$ cat config.mk
export PLATFORM = sky130hd
export DESIGN_NAME = reg_fifo_buf_flat
export DESIGN_NICKNAME = d
export VERILOG_FILES = /design/src/rtl/music_pkg.sv /design/src/rtl/reg_fifo_buf_if.sv /design/src/rtl/register_nb_en.sv /design/src/rtl/reg_fifo_buf.sv /design/src/flat_wrapper.sv
export SDC_FILE = /design/constraint.sdc
export NUM_CORES = 1
export LEC_CHECK = 0
export CAP_MARGIN = 10
export CORE_MARGIN = 2
export CORE_UTILIZATION = 50
export DETAILED_ROUTE_END_ITERATION = 10
export GPL_ROUTABILITY_DRIVEN = 0
export GPL_TIMING_DRIVEN = 0
export HOLD_SLACK_MARGIN = 0.05
export PLACE_DENSITY = 0.73
export SETUP_SLACK_MARGIN = 0.4
export SYNTH_ARGS = -nofsm -noshare
export SYNTH_HDL_FRONTEND = slang
export SYNTH_SLANG_ARGS = --single-unit
export TNS_END_PERCENT = 30
$ cat constraint.sdc
create_clock -name clk -period 5.45 [get_ports clk]
set_input_delay 1.635 -clock clk [delete_from_list [all_inputs] [get_ports clk]]
set_output_delay 1.635 -clock clk [all_outputs]
set_load 0.005 [all_outputs]
$ cat src/rtl/music_pkg.sv
// Shared constants and helpers for the music-player datapath blocks.
package music_pkg;

  // Default FIFO geometry between the sequencer and the tone/PWM stage.
  localparam int FIFO_W = 8;
  localparam int FIFO_D = 4;

  // Width needed to hold a count in the range 0..d inclusive.
  function automatic int fifo_cw(input int d);
    return $clog2(d + 1);
  endfunction

  // Occupancy count type for the default-depth FIFO.
  typedef logic [fifo_cw(FIFO_D)-1:0] fifo_count_t;

endpackage

$ cat src/rtl/reg_fifo_buf_if.sv
// Producer/consumer handshake bundle for reg_fifo_buf.
interface reg_fifo_buf_if
  import music_pkg::*;
#(
  parameter int W = FIFO_W,
  parameter int D = FIFO_D
);

  localparam int CW = fifo_cw(D);

  logic          in_val;
  logic          in_rdy;
  logic [W-1:0]  in_data;
  logic          out_val;
  logic          out_rdy;
  logic [W-1:0]  out_data;
  logic [CW-1:0] count;

  // Sequencer and tone stage side: drives requests, observes FIFO state.
  modport master (
    output in_val, in_data, out_rdy,
    input  in_rdy, out_val, out_data, count
  );

  // FIFO side.
  modport slave (
    input  in_val, in_data, out_rdy,
    output in_rdy, out_val, out_data, count
  );

endinterface

$ cat src/rtl/register_nb_en.sv
// W-bit register with load enable and asynchronous active-low clear.
module register_nb_en #(
  parameter int W = 8
) (
  input  logic         clk,
  input  logic         rst,
  input  logic         en,
  input  logic [W-1:0] d,
  output logic [W-1:0] q
);

  // Load on enable; hold otherwise.
  // NOTE: storage is reset too, so out_data is a defined 0 straight after reset.
  always_ff @(posedge clk or negedge rst) begin
    if (!rst) begin
      q <= '0;
    end else if (en) begin
      q <= d;
    end
  end

endmodule

$ cat src/rtl/reg_fifo_buf.sv
// Register-based FIFO, W bits x D entries, val/rdy on both sides.
// Async active-low reset, synchronous flush (clr) with priority over
// push/pop. Head word is read combinationally; no empty bypass.
module reg_fifo_buf
  import music_pkg::*;
#(
  parameter int W = FIFO_W,
  parameter int D = FIFO_D
) (
  input  logic          clk,
  input  logic          rst,
  input  logic          clr,
  reg_fifo_buf_if.slave bus
);

  localparam int CW = fifo_cw(D);
  localparam int PW = $clog2(D);

  logic [PW-1:0] wr_ptr;
  logic [PW-1:0] rd_ptr;
  logic [CW-1:0] cnt;
  logic [W-1:0]  entry [D];
  logic          in_rdy;
  logic          out_val;
  logic          push;
  logic          pop;
  logic          wr_en;

  assign in_rdy = (cnt != CW'(D));
  assign out_val = (cnt != '0);
  assign push = bus.in_val & in_rdy;
  assign pop = out_val & bus.out_rdy;
  // A flushed push is dropped, so the entry is not written either.
  assign wr_en = push & ~clr;

  // One storage register per entry, loaded only when it is the write target.
  for (genvar i = 0; i < D; i++) begin : g_entry
    register_nb_en #(.W(W)) u_reg (
      .clk (clk),
      .rst (rst),
      .en  (wr_en && (wr_ptr == PW'(i))),
      .d   (bus.in_data),
      .q   (entry[i])
    );
  end

  // Pointers and occupancy: explicit compare-and-wrap so any depth works.
  // NOTE: non-blocking assignments keep every register sampling pre-edge values.
  always_ff @(posedge clk or negedge rst) begin
    if (!rst) begin
      wr_ptr <= '0;
      rd_ptr <= '0;
      cnt    <= '0;
    end else if (clr) begin
      wr_ptr <= '0;
      rd_ptr <= '0;
      cnt    <= '0;
    end else begin
      if (push) begin
        wr_ptr <= (wr_ptr == PW'(D - 1)) ? '0 : wr_ptr + 1'b1;
      end
      if (pop) begin
        rd_ptr <= (rd_ptr == PW'(D - 1)) ? '0 : rd_ptr + 1'b1;
      end
      case ({push, pop})
        2'b10:   cnt <= cnt + 1'b1;
        2'b01:   cnt <= cnt - 1'b1;
        default: cnt <= cnt;
      endcase
    end
  end

  assign bus.in_rdy   = in_rdy;
  assign bus.out_val  = out_val;
  assign bus.out_data = out_val ? entry[rd_ptr] : '0;
  assign bus.count    = cnt;

endmodule
$ cat src/flat_wrapper.sv
// flat-port wrapper written by rule: the top's interface ports become plain ports
module reg_fifo_buf_flat import music_pkg::*;
#(
  parameter int W = FIFO_W,
  parameter int D = FIFO_D
)
  (clk, rst, clr, bus_in_val, bus_in_data, bus_out_rdy, bus_in_rdy, bus_out_val, bus_out_data, bus_count);
  reg_fifo_buf_if #(.W(W), .D(D)) bus_i ();
  input  logic clk;
  input  logic rst;
  input  logic clr;
  input wire logic [$bits(bus_i.in_val)-1:0] bus_in_val;
  input wire logic [$bits(bus_i.in_data)-1:0] bus_in_data;
  input wire logic [$bits(bus_i.out_rdy)-1:0] bus_out_rdy;
  output wire logic [$bits(bus_i.in_rdy)-1:0] bus_in_rdy;
  output wire logic [$bits(bus_i.out_val)-1:0] bus_out_val;
  output wire logic [$bits(bus_i.out_data)-1:0] bus_out_data;
  output wire logic [$bits(bus_i.count)-1:0] bus_count;
  assign bus_i.in_val = bus_in_val;
  assign bus_i.in_data = bus_in_data;
  assign bus_i.out_rdy = bus_out_rdy;
  assign bus_in_rdy = bus_i.in_rdy;
  assign bus_out_val = bus_i.out_val;
  assign bus_out_data = bus_i.out_data;
  assign bus_count = bus_i.count;
  reg_fifo_buf #(.W(W), .D(D)) u_core (.clk(clk), .rst(rst), .clr(clr), .bus(bus_i));
endmodule
Yosys cells after proc, flatten, opt, wreduce, memory -nomap -nowiden
Index checks and enable logic that the tools add are counted.
{"block": "totals", "ff_bits": 39, "inputBits": 13, "output_inout_bits": 13, "elab_cells": 45}
{"block": "classes", "addsub": 4, "magnitude_cmp": 1, "n_eq_ne": 7, "muxes": 12, "bitwise_logic": 5, "reduce_logical": 9}
{"operator": "two-way mux 8 bit", "count": 3}
{"operator": "binary-select mux 8 bit (select 2 bit)", "count": 1}
{"operator": "two-way mux 2 bit", "count": 6}
{"operator": "== test 2 bit, second input constant", "count": 4}
{"operator": "one-hot mux 3 bit (2 select lines)", "count": 1}
{"operator": "nonzero test 3 bit", "count": 2}
{"operator": "adder 2 x 1 -> 2 bit, second input constant", "count": 2}
{"operator": "== test 2 x 1 -> 1 bit, second input constant", "count": 2}
{"operator": "logical AND 1 bit", "count": 4}
{"operator": "nonzero test 2 bit", "count": 2}
{"operator": "adder 3 x 1 -> 3 bit, second input constant", "count": 1}
{"operator": "bitwise AND 1 bit", "count": 3}
{"operator": ">= comparator 3 bit, second input constant", "count": 1}
{"operator": "two-way mux 3 bit", "count": 1}
{"operator": "inequality test 3 bit, second input constant", "count": 1}
{"operator": "NOT 2 -> 3 bit", "count": 1}
{"operator": "subtractor 3 x 1 -> 3 bit, second input constant", "count": 1}
{"operator": "zero test 2 bit", "count": 1}
{"operator": "NOT 1 bit", "count": 1}

Logic depth before layout (Yosys ltp)
Gate-level depths: netlist (run 1).
{"block": "logic_depth", "word_depth": 5, "ltp_mapped": 7, "ltp_nobuf": 6}

By module
From an unflattened synthesis (run 1), not the netlist that was laid out.
{"block": "hier_totals", "hier_cells": 154, "hier_area_um2": 2183.3}
{"mod": "register_nb_en", "n_inst": 4, "cells_each": 17, "area_per_inst_um2": 331.6, "seq_area_each_um2": 200.2}
{"mod": "reg_fifo_buf", "n_inst": 1, "cells_each": 86, "area_per_inst_um2": 857.1, "seq_area_each_um2": 175.2}

Least setup slack after synthesis (run 1)
Ideal clock, no wire load.
{"block": "synth_timing", "kind": "input-to-reg", "from": "in bus_in_val", "to": "reg u_core.cnt[1], in the netlist u_core.bus.count[1]", "setup_ns": 0.101, "arrival_time_ns": 2.899, "t_required_ns": 5.349, "setup_slack_ns": 2.450, "path_stages": 6, "n_path_buf": 2, "path_cell_list": "clkbuf_1 > buf_2 > a21oi_1 > fa_1 > a21oi_1 > nor4_1"}
{"block": "synth_via", "elab_chain_len": 4, "word_cells_on_any_way": 6, "classes_between": "eq/ne (2); mux (2); bitwise (1); reduce/logical (1)"}
{"element": "start, declared", "line": "flat_wrapper.sv:12", "text": "input wire logic [$bits(bus_i.in_val)-1:0] bus_in_val;"}
{"element": "bitwise AND 1 bit *", "line": "reg_fifo_buf.sv:31", "text": "assign push = bus.in_val & in_rdy;"}
{"element": "== test 2 x 1 -> 1 bit / == test 2 bit (equally long branches)", "line": "reg_fifo_buf.sv:65", "text": "case ({push, pop})"}
{"element": "one-hot mux 3 bit (2 select lines)", "line": "reg_fifo_buf.sv:65"}
{"element": "two-way mux 3 bit", "line": "reg_fifo_buf.sv:54", "text": "end else if (clr) begin"}
{"element": "end signal, assigned", "line": "reg_fifo_buf.sv:66", "text": "2'b10: cnt <= cnt + 1'b1;"}
{"element": "end signal, assigned", "line": "reg_fifo_buf.sv:67", "text": "2'b01: cnt <= cnt - 1'b1;"}
{"element": "end signal, assigned", "line": "reg_fifo_buf.sv:68", "text": "default: cnt <= cnt;"}
{"element": "end, declared", "line": "reg_fifo_buf.sv:21", "text": "logic [CW-1:0] cnt;"}
Every way passes the cells marked *; elsewhere a longest branch is shown, timed or not.
A chain may end at the register's enable or synchronous reset.

Worst setup path after layout (run 1)
{"block": "layout_timing", "from": "reg u_core.rd_ptr[1]", "to": "out bus_out_data[6]"}
{"block": "layout_via", "elab_chain_len": 5}
{"element": "start, declared", "line": "reg_fifo_buf.sv:20", "text": "logic [PW-1:0] rd_ptr;"}
{"element": "start signal, assigned", "line": "reg_fifo_buf.sv:63", "text": "rd_ptr <= (rd_ptr == PW'(D - 1)) ? '0 : rd_ptr + 1'b1;"}
{"element": "NOT 2 -> 3 bit (not written as such)", "line": "reg_fifo_buf.sv:75", "text": "assign bus.out_data = out_val ? entry[rd_ptr] : '0;"}
{"element": "binary-select mux 8 bit (select 2 bit)", "line": "reg_fifo_buf.sv:75"}
{"element": "two-way mux 8 bit (not written as such) (2 in series)", "line": "reg_fifo_buf.sv:75"}
{"element": "two-way mux 8 bit", "line": "reg_fifo_buf.sv:75"}
{"element": "end, declared", "line": "flat_wrapper.sv:17", "text": "output wire logic [$bits(bus_i.out_data)-1:0] bus_out_data;"}
Every way passes these cells. The select of a mux whose other input is x is not followed.

==> results of run 1 <==
-- synthesized netlist by cell type, types with 3 or more instances --
| library cell | count |
|---|---|
| nor2_1 | 4 |
| mux2_2 | 23 |
| or3_1 | 4 |
| nand2_2 | 3 |
| nand3_1 | 4 |
| buf_2 | 3 |
| nand2_1 | 8 |
| clkbuf_1 | 5 |
| inv_1 | 5 |
| ha_1 | 5 |
| dfrtp_1 | 39 |
| a21oi_1 | 9 |
| and2_1 | 8 |
| mux2_4 | 8 |
| mux4_2 | 8 |
| o21ai_0 | 3 |
-- power by group through the flow --
| stage | Clock (µW) | Sequential [µW] | Combinational, µW |
|---|---|---|---|
| after floorplan | 0 | 417 | 209 |
| after global placement | 0 | 425 | 296 |
| after detailed placement | 0 | 437 | 308 |
| after CTS | 199 | 432 | 308 |
| after global routing | 209 | 443 | 332 |
| final | 192 | 432 | 304 |
-- cell families after synthesis --
logic type,after synthesis,synth area share
buffers and inverters,14,0.0316
DFF,39,0.483
muxes,40,0.282
and+or+nand+nor,39,0.112
adders and majority gates,6,0.0408
AOI/OAI and AO/OA,15,0.0421
xor gates and xnor gates,2,0.00866
-- layout make-up --
| type | count | area [µm²] | area share |
|---|---|---|---|
| multi-input combinational | 102 | 982 | 0.410 |
| sequential | 39 | 976 | 0.408 |
| timing repair buffer | 23 | 225 | 0.0940 |
| clock buffer | 6 | 72.6 | 0.0303 |
| tap | 50 | 62.6 | 0.0261 |
| buffer | 9 | 45.0 | 0.0188 |
| inverter | 5 | 18.8 | 0.00784 |
| clock inverter | 2 | 12.5 | 0.00522 |
-- per-stage QoR --
step	std cells	util	hold slack, ns
final	236	0.607	0.504
after global routing	236	0.607	0.522
after CTS	236	0.607	0.507
after detailed placement	228	0.586	0.489
after global placement	228	0.587	0.469
after floorplan	155	-	0.459
-- placed cells by master (no fill, tap or decap), types with 5 or more instances in the layout --
master           netlist  routed
clkbuf_8               0       5
nand2_1                8       8
a21oi_1                9       9
and2_1                 8       8
dfrtp_1               39      39
mux4_2                 8       8
clkbuf_1               5       6
inv_1                  5       5
ha_1                   5       5
mux2_4                 8       8
mux2_2                23      23
clkdlybuf4s50_1        0      22
-- routing by layer --
layer | wire, µm | up-vias | track usage
li1 | - | 611 | -
met5 | 0 | - | 0
met1 | 1690 | 662 | 0.249
met4 | 93 | 0 | 0.110
met3 | 167 | 10 | 0.0400
met2 | 2000 | 29 | 0.326
-- flip-flops by register name, summed over array words and instances (netlist names) --
| register | cells |
|---|---|
| u_core.g_entry.u_reg.q | 32 |
| u_core.bus.count | 3 |
| u_core.rd_ptr | 2 |
| u_core.wr_ptr | 2 |
-- critical path, stage by stage, from the launching register on --
cell	delay (ns)
dfrtp_1	0.36
clkbuf_1	0.49
mux4_2	0.57
and2_1	0.18
clkdlybuf4s50_1	0.44
-- how the worst max path moves through the flow --
stage	startpoint	to	slack (ns)
floorplan	bus_in_val	u_core.bus.count[1]$_DFFE_PN0P_	2.45
global placement	u_core.rd_ptr[1]$_DFFE_PN0P_	bus_out_data[6]	1.84
detailed placement	u_core.rd_ptr[1]$_DFFE_PN0P_	bus_out_data[6]	1.81
CTS	u_core.rd_ptr[1]$_DFFE_PN0P_	bus_out_data[6]	1.48
global route	u_core.rd_ptr[1]$_DFFE_PN0P_	bus_out_data[6]	1.39
finish	u_core.rd_ptr[1]$_DFFE_PN0P_	bus_out_data[6]	1.48
==> impl_metrics.yaml, run 1 <==
timing:
  setup_viol: 0
  grt_setup_unrepaired: "no"
  tns_ns: 0
  final_skew_ns: 0.00419
  fmaxAchievable_mhz: 252
  post-route-min-period_ns: 3.97
  worst_slew_margin_rel: 0.427
  final-max-slew-violation-count: 0
  timing_worst_slew_pin_value_ns: 0.860
  number_of_endpoints_with_negative_hold_slack_in_the_final_report: 0
  timing.final.ws_setup_ns: 1.48
  fin_crit_sh: 0.729
clocking:
  cts-buffers-inserted: 5
  cts-htree-levels: 2
  clock_sinks: 39
  tritoncts: "built"
  clkLatencyLatePin_ns: 0.30
  cts.path.max_buffers: 2
  cts_hold_repair.buffers: 0
  clk_root_buffer_cell: "clkbuf_8"
  worst_setup_hold_path_clk_slew_ns: 0.08
  cts_resized: 0
  post_cts.repair.setup_buffers: 0
power_and_ir_drop:
  power.net_switching_uw: 262
  ir_worst_vdd_mv: 0.196
  power_density_nw_per_um2: 388
  p_leak_uw: 0.00105
  intPower_uw: 666
  combinationalPowerShare: 0.327
  fraction_of_power_consumed_by_sequential_logic: 0.466
  p_total_uw: 928
  share_clk_of_total_power: 0.207
  power.switching_fraction: 0.282
worst_hold_path:
  timing.hold.worst_endpoint: "u_core.g_entry[3].u_reg.q[2]$_DFFE_PN0P_"
  worst_hold_path_type: "reg2reg"
  min-delay-start: "u_core.g_entry[3].u_reg.q[2]$_DFFE_PN0P_"
  holdPathStages: 1
detailed_routing:
  drcViolationCount: 0
  viasPerCell: 5.56
  routed-via-count: 1312
  antenna_left: 0
  detail_route.wl_per_cell_um: 16.8
  dr_iter_0_viols: 62
  dr_pass1_iterations: 4
  detail_route.wirelength_um: 3960
synthesis:
  syn-num-nets: 174
  yosys.cell_types.count: 32
  synth_top_cells_by_area: "dfrtp_1, mux2_2, mux4_2, mux2_4, ha_1"
  post_synth_instance_area_um2: 2020
  synth-async-reset-ratio: 1.00
  cell_type_with_the_highest_aggregate_area_in_the_netlist: "dfrtp_1"
  synth.yosys.seq_area_share: 0.483
  yosys_warning_total: 0
  synthesized_area_per_cell_um2: 13.0
  post_synth_inst_count: 155
  ys_ff_latch: 39
  yosysTopAreaCellShare: 0.483
  synth_enable_flop_cells: 0
  yosys_most_used_dff: "dfrtp_1"
finish:
  drive_gt1_frac: 0.306
  diodes: 0
  fillerInstances: 309
  stdcell_area_um2: 2390
  layout-area-overhead-vs-synth_pct: 18.4
  final_nets: 204
setup_path:
  rrSetupSlack_ns: 3.32
  timing.critical_path.required_ns: 3.82
  worst_path_arrival_time_ns: 2.34
  timing_worst_setup_path_type: "reg2out"
  worstReg2RegEnd: "u_core.bus.count[1]$_DFFE_PN0P_"
  crit-reg2reg-launch: "u_core.bus.count[0]$_DFFE_PN0P_"
  critical_path.max_fanout: 9
  end_kind: "primary output"
  startpoint_type: "flip-flop"
  r2r.worst_path.cells: 7
grt:
  total_routing_usage_gr: 0.200
  grt_max_degree: 40
  global_route_wire_length_before_repair_um: 6580
  number_of_global_route_vias_before_repair: 1343
  grt_overflow_total: 0
  antenna_violations_before_repair: 0
floorplan:
  initial_utilization: 0.513
  floorplan.core_area_um2: 3940
  die-width_um: 67.6
  floorplan.die.height_um: 67.6
  io-pin-count: 26
  std_cell_rows: 23
  die_area_um2: 4570
placement:
  dp_slack_ns: 1.81
  placedInstanceArea_um2: 2310
  dp_hpwl_um: 2740
  io_buffers: 23
run:
  max_cap_viols: 0
outcome:
  run_status: "complete, no violations"
(Power assumes the default switching activity.)
==> run 2: changes to the inputs <==
--- a/config.mk
+++ b/config.mk
@@ -7,12 +7,12 @@
 export LEC_CHECK = 0
 export CAP_MARGIN = 10
 export CORE_MARGIN = 2
-export CORE_UTILIZATION = 50
+export CORE_UTILIZATION = 49
 export DETAILED_ROUTE_END_ITERATION = 10
 export GPL_ROUTABILITY_DRIVEN = 0
 export GPL_TIMING_DRIVEN = 0
 export HOLD_SLACK_MARGIN = 0.05
-export PLACE_DENSITY = 0.73
+export PLACE_DENSITY = 0.75
 export SETUP_SLACK_MARGIN = 0.4
 export SYNTH_ARGS = -nofsm -noshare
 export SYNTH_HDL_FRONTEND = slang
==> constraint.sdc (replaced) <==
create_clock -name clk -period 3.3 [get_ports clk]
set_input_delay 0.99 -clock clk [delete_from_list [all_inputs] [get_ports clk]]
set_output_delay 0.99 -clock clk [all_outputs]
set_load 0.005 [all_outputs]
==> run 2 against run 1 <==
Net effect:
- clock-buffer cell count grew 1
- core utilization increased by 1.5 points
- clock power increased by 85%
- via count up 0.15%
- first-iteration DRC count up 1.6%
- wire length is 6.4% higher
- worst hold slack worse by 0.00073 ns
- sequential share of layout area is 1.3 points lower
- sequential power is 64% higher
- die area up 1.9%
- critical path depth is 1 higher
- critical endpoint is now bus_out_data[5]
==> impl_metrics.yaml, run 2 (same netlist as run 1, synthesis figures left out) <==
clocking:
  worst_setup_hold_path_clk_slew_ns: 0.08
  cts.path.max_buffers: 2
  cts_hold_repair.buffers: 0
  clkLatencyLatePin_ns: 0.28
  clk_root_buffer_cell: "clkbuf_8"
  clock_sinks: 39
  cts-buffers-inserted: 5
  cts-htree-levels: 2
  tritoncts: "built"
setup_path:
  critical_path.max_fanout: 10
  startpoint_type: "flip-flop"
  cp-startpoint: "u_core.bus.count[0]$_DFFE_PN0P_"
  timing.critical_path.required_ns: 2.31
  end_kind: "primary output"
  crit-reg2reg-launch: "u_core.bus.count[0]$_DFFE_PN0P_"
  worst_path_arrival_time_ns: 1.98
  timing_worst_setup_path_type: "reg2out"
detailed_routing:
  routed-via-count: 1314
  detail_route.wl_per_cell_um: 17.7
  antenna_left: 0
  viasPerCell: 5.52
  drcViolationCount: 0
  detail_route.wirelength_um: 4210
  dr_iter_0_viols: 63
  dr_pass1_iterations: 4
timing:
  final-max-slew-violation-count: 0
  fin_crit_sh: 0.900
  post-route-min-period_ns: 2.97
  grt_setup_unrepaired: "yes"
  setup_viol: 0
  worst_slew_margin_rel: 0.418
  number_of_endpoints_with_negative_hold_slack_in_the_final_report: 0
  fmaxAchievable_mhz: 337
  timing_worst_slew_pin_value_ns: 0.873
  tns_ns: 0
  fin_hold_ws_ns: 0.504
  final_skew_ns: 0.00561
  timing.final.ws_setup_ns: 0.329
finish:
  top_register: "u_core.g_entry.u_reg.q"
  mostFrequentLayoutCell: "dfrtp_1"
  finalCoreUtilization: 0.622
  layout-area-overhead-vs-synth_pct: 22.2
  layout_common_cells: "dfrtp_1, mux2_2, clkdlybuf4s50_1, clkbuf_8, a21oi_1"
  diodes: 0
  final_nets: 206
  drive_gt1_frac: 0.335
  largest_register_ff_count: 32
run:
  max_cap_viols: 0
worst_hold_path:
  worst_hold_path_type: "reg2reg"
  min-delay-start: "u_core.g_entry[2].u_reg.q[1]$_DFFE_PN0P_"
outcome:
  run_status: "complete, no violations"
grt:
  use_met2: 0.365
  total_routing_usage_gr: 0.204
  grt_overflow_total: 0
  grt_most_used_layer: "met2"
  grt_max_degree: 40
  antenna_violations_before_repair: 0
  gr-usage-met3: 0.0411
  number_of_global_route_vias_before_repair: 1382
  grt_util_met1: 0.247
  global_route_wire_length_before_repair_um: 6670
floorplan:
  die_area_um2: 4660
  floorplan.core_area_um2: 3970
  floorplan.die.height_um: 68.2
  initial_utilization: 0.509
  std_cell_rows: 23
  die-width_um: 68.2
  io-pin-count: 26
power_and_ir_drop:
  p_total_uw: 1600
  power_density_nw_per_um2: 647
  ir_worst_vdd_mv: 0.275
  p_leak_uw: 0.00110
placement:
  io_buffers: 23
  dp_slack_ns: 0.255
  dp_hpwl_um: 2830
[run 2: layer usage]
metal	vias to the layer above	part of all wire
met1	668	0.44
li1	616	-
met2	28	0.52
met4	0	0.0066
met5	-	0
met3	2	0.035
[run 2: cell type report]
class	instances	area [µm²]
fill	317	1500
multi-input combinational	102	987
sequential	39	976
timing repair buffer	25	243
clock buffer	7	96.3
buffer	9	80.1
tap	50	62.6
inverter	5	18.8
clock inverter	1	7.51
[run 2: repair_timing]
action,CTS,global route
setup endpoints to repair,9,9
setup buffers,1,1
resized for setup,8,4
[run 2: worst paths after layout]
kind	end	slack [ns]	cells after the start
min in group asynchronous	u_core.g_entry[3].u_reg.q[4]$_DFFE_PN0P_	0.82	1
max in group asynchronous	u_core.bus.count[2]$_DFFE_PN0P_	1.93	1
worst min-delay path	u_core.g_entry[2].u_reg.q[1]$_DFFE_PN0P_	0.50	1
worst min register to register	u_core.g_entry[2].u_reg.q[1]$_DFFE_PN0P_	0.50	1
worst max register to register	u_core.bus.count[1]$_DFFE_PN0P_	1.17	7
worst max-delay path	bus_out_data[5]	0.33	5
[run 2: through the flow]
| stage | std cells | instance area (µm²) |
|---|---|---|
| 2_1_floorplan | 155 | 2020 |
| 3_5_place_dp | 228 | 2310 |
| 6_report | 238 | 2470 |
| 5_1_grt | 238 | 2470 |
| 4_1_cts | 237 | 2450 |
| 3_3_place_gp | 228 | 2310 |
[run 2: critical path: stages, from the launching register on]
cell             delay [ns]
dfrtp_1                0.39
buf_2                  0.17
or3_4                  0.38
clkbuf_8               0.17
and2_1                 0.15
clkdlybuf4s50_1        0.44
[run 2: power breakdown]
group | internal, µW | total (µW) | switching (µW) | leakage [µW]
registers | 625 | 709 | 84.2 | 0.000497
clock network | 190 | 356 | 166 | 0.0000505
logic | 351 | 534 | 183 | 0.000557
total | 1170 | 1600 | 433 | 0.00110
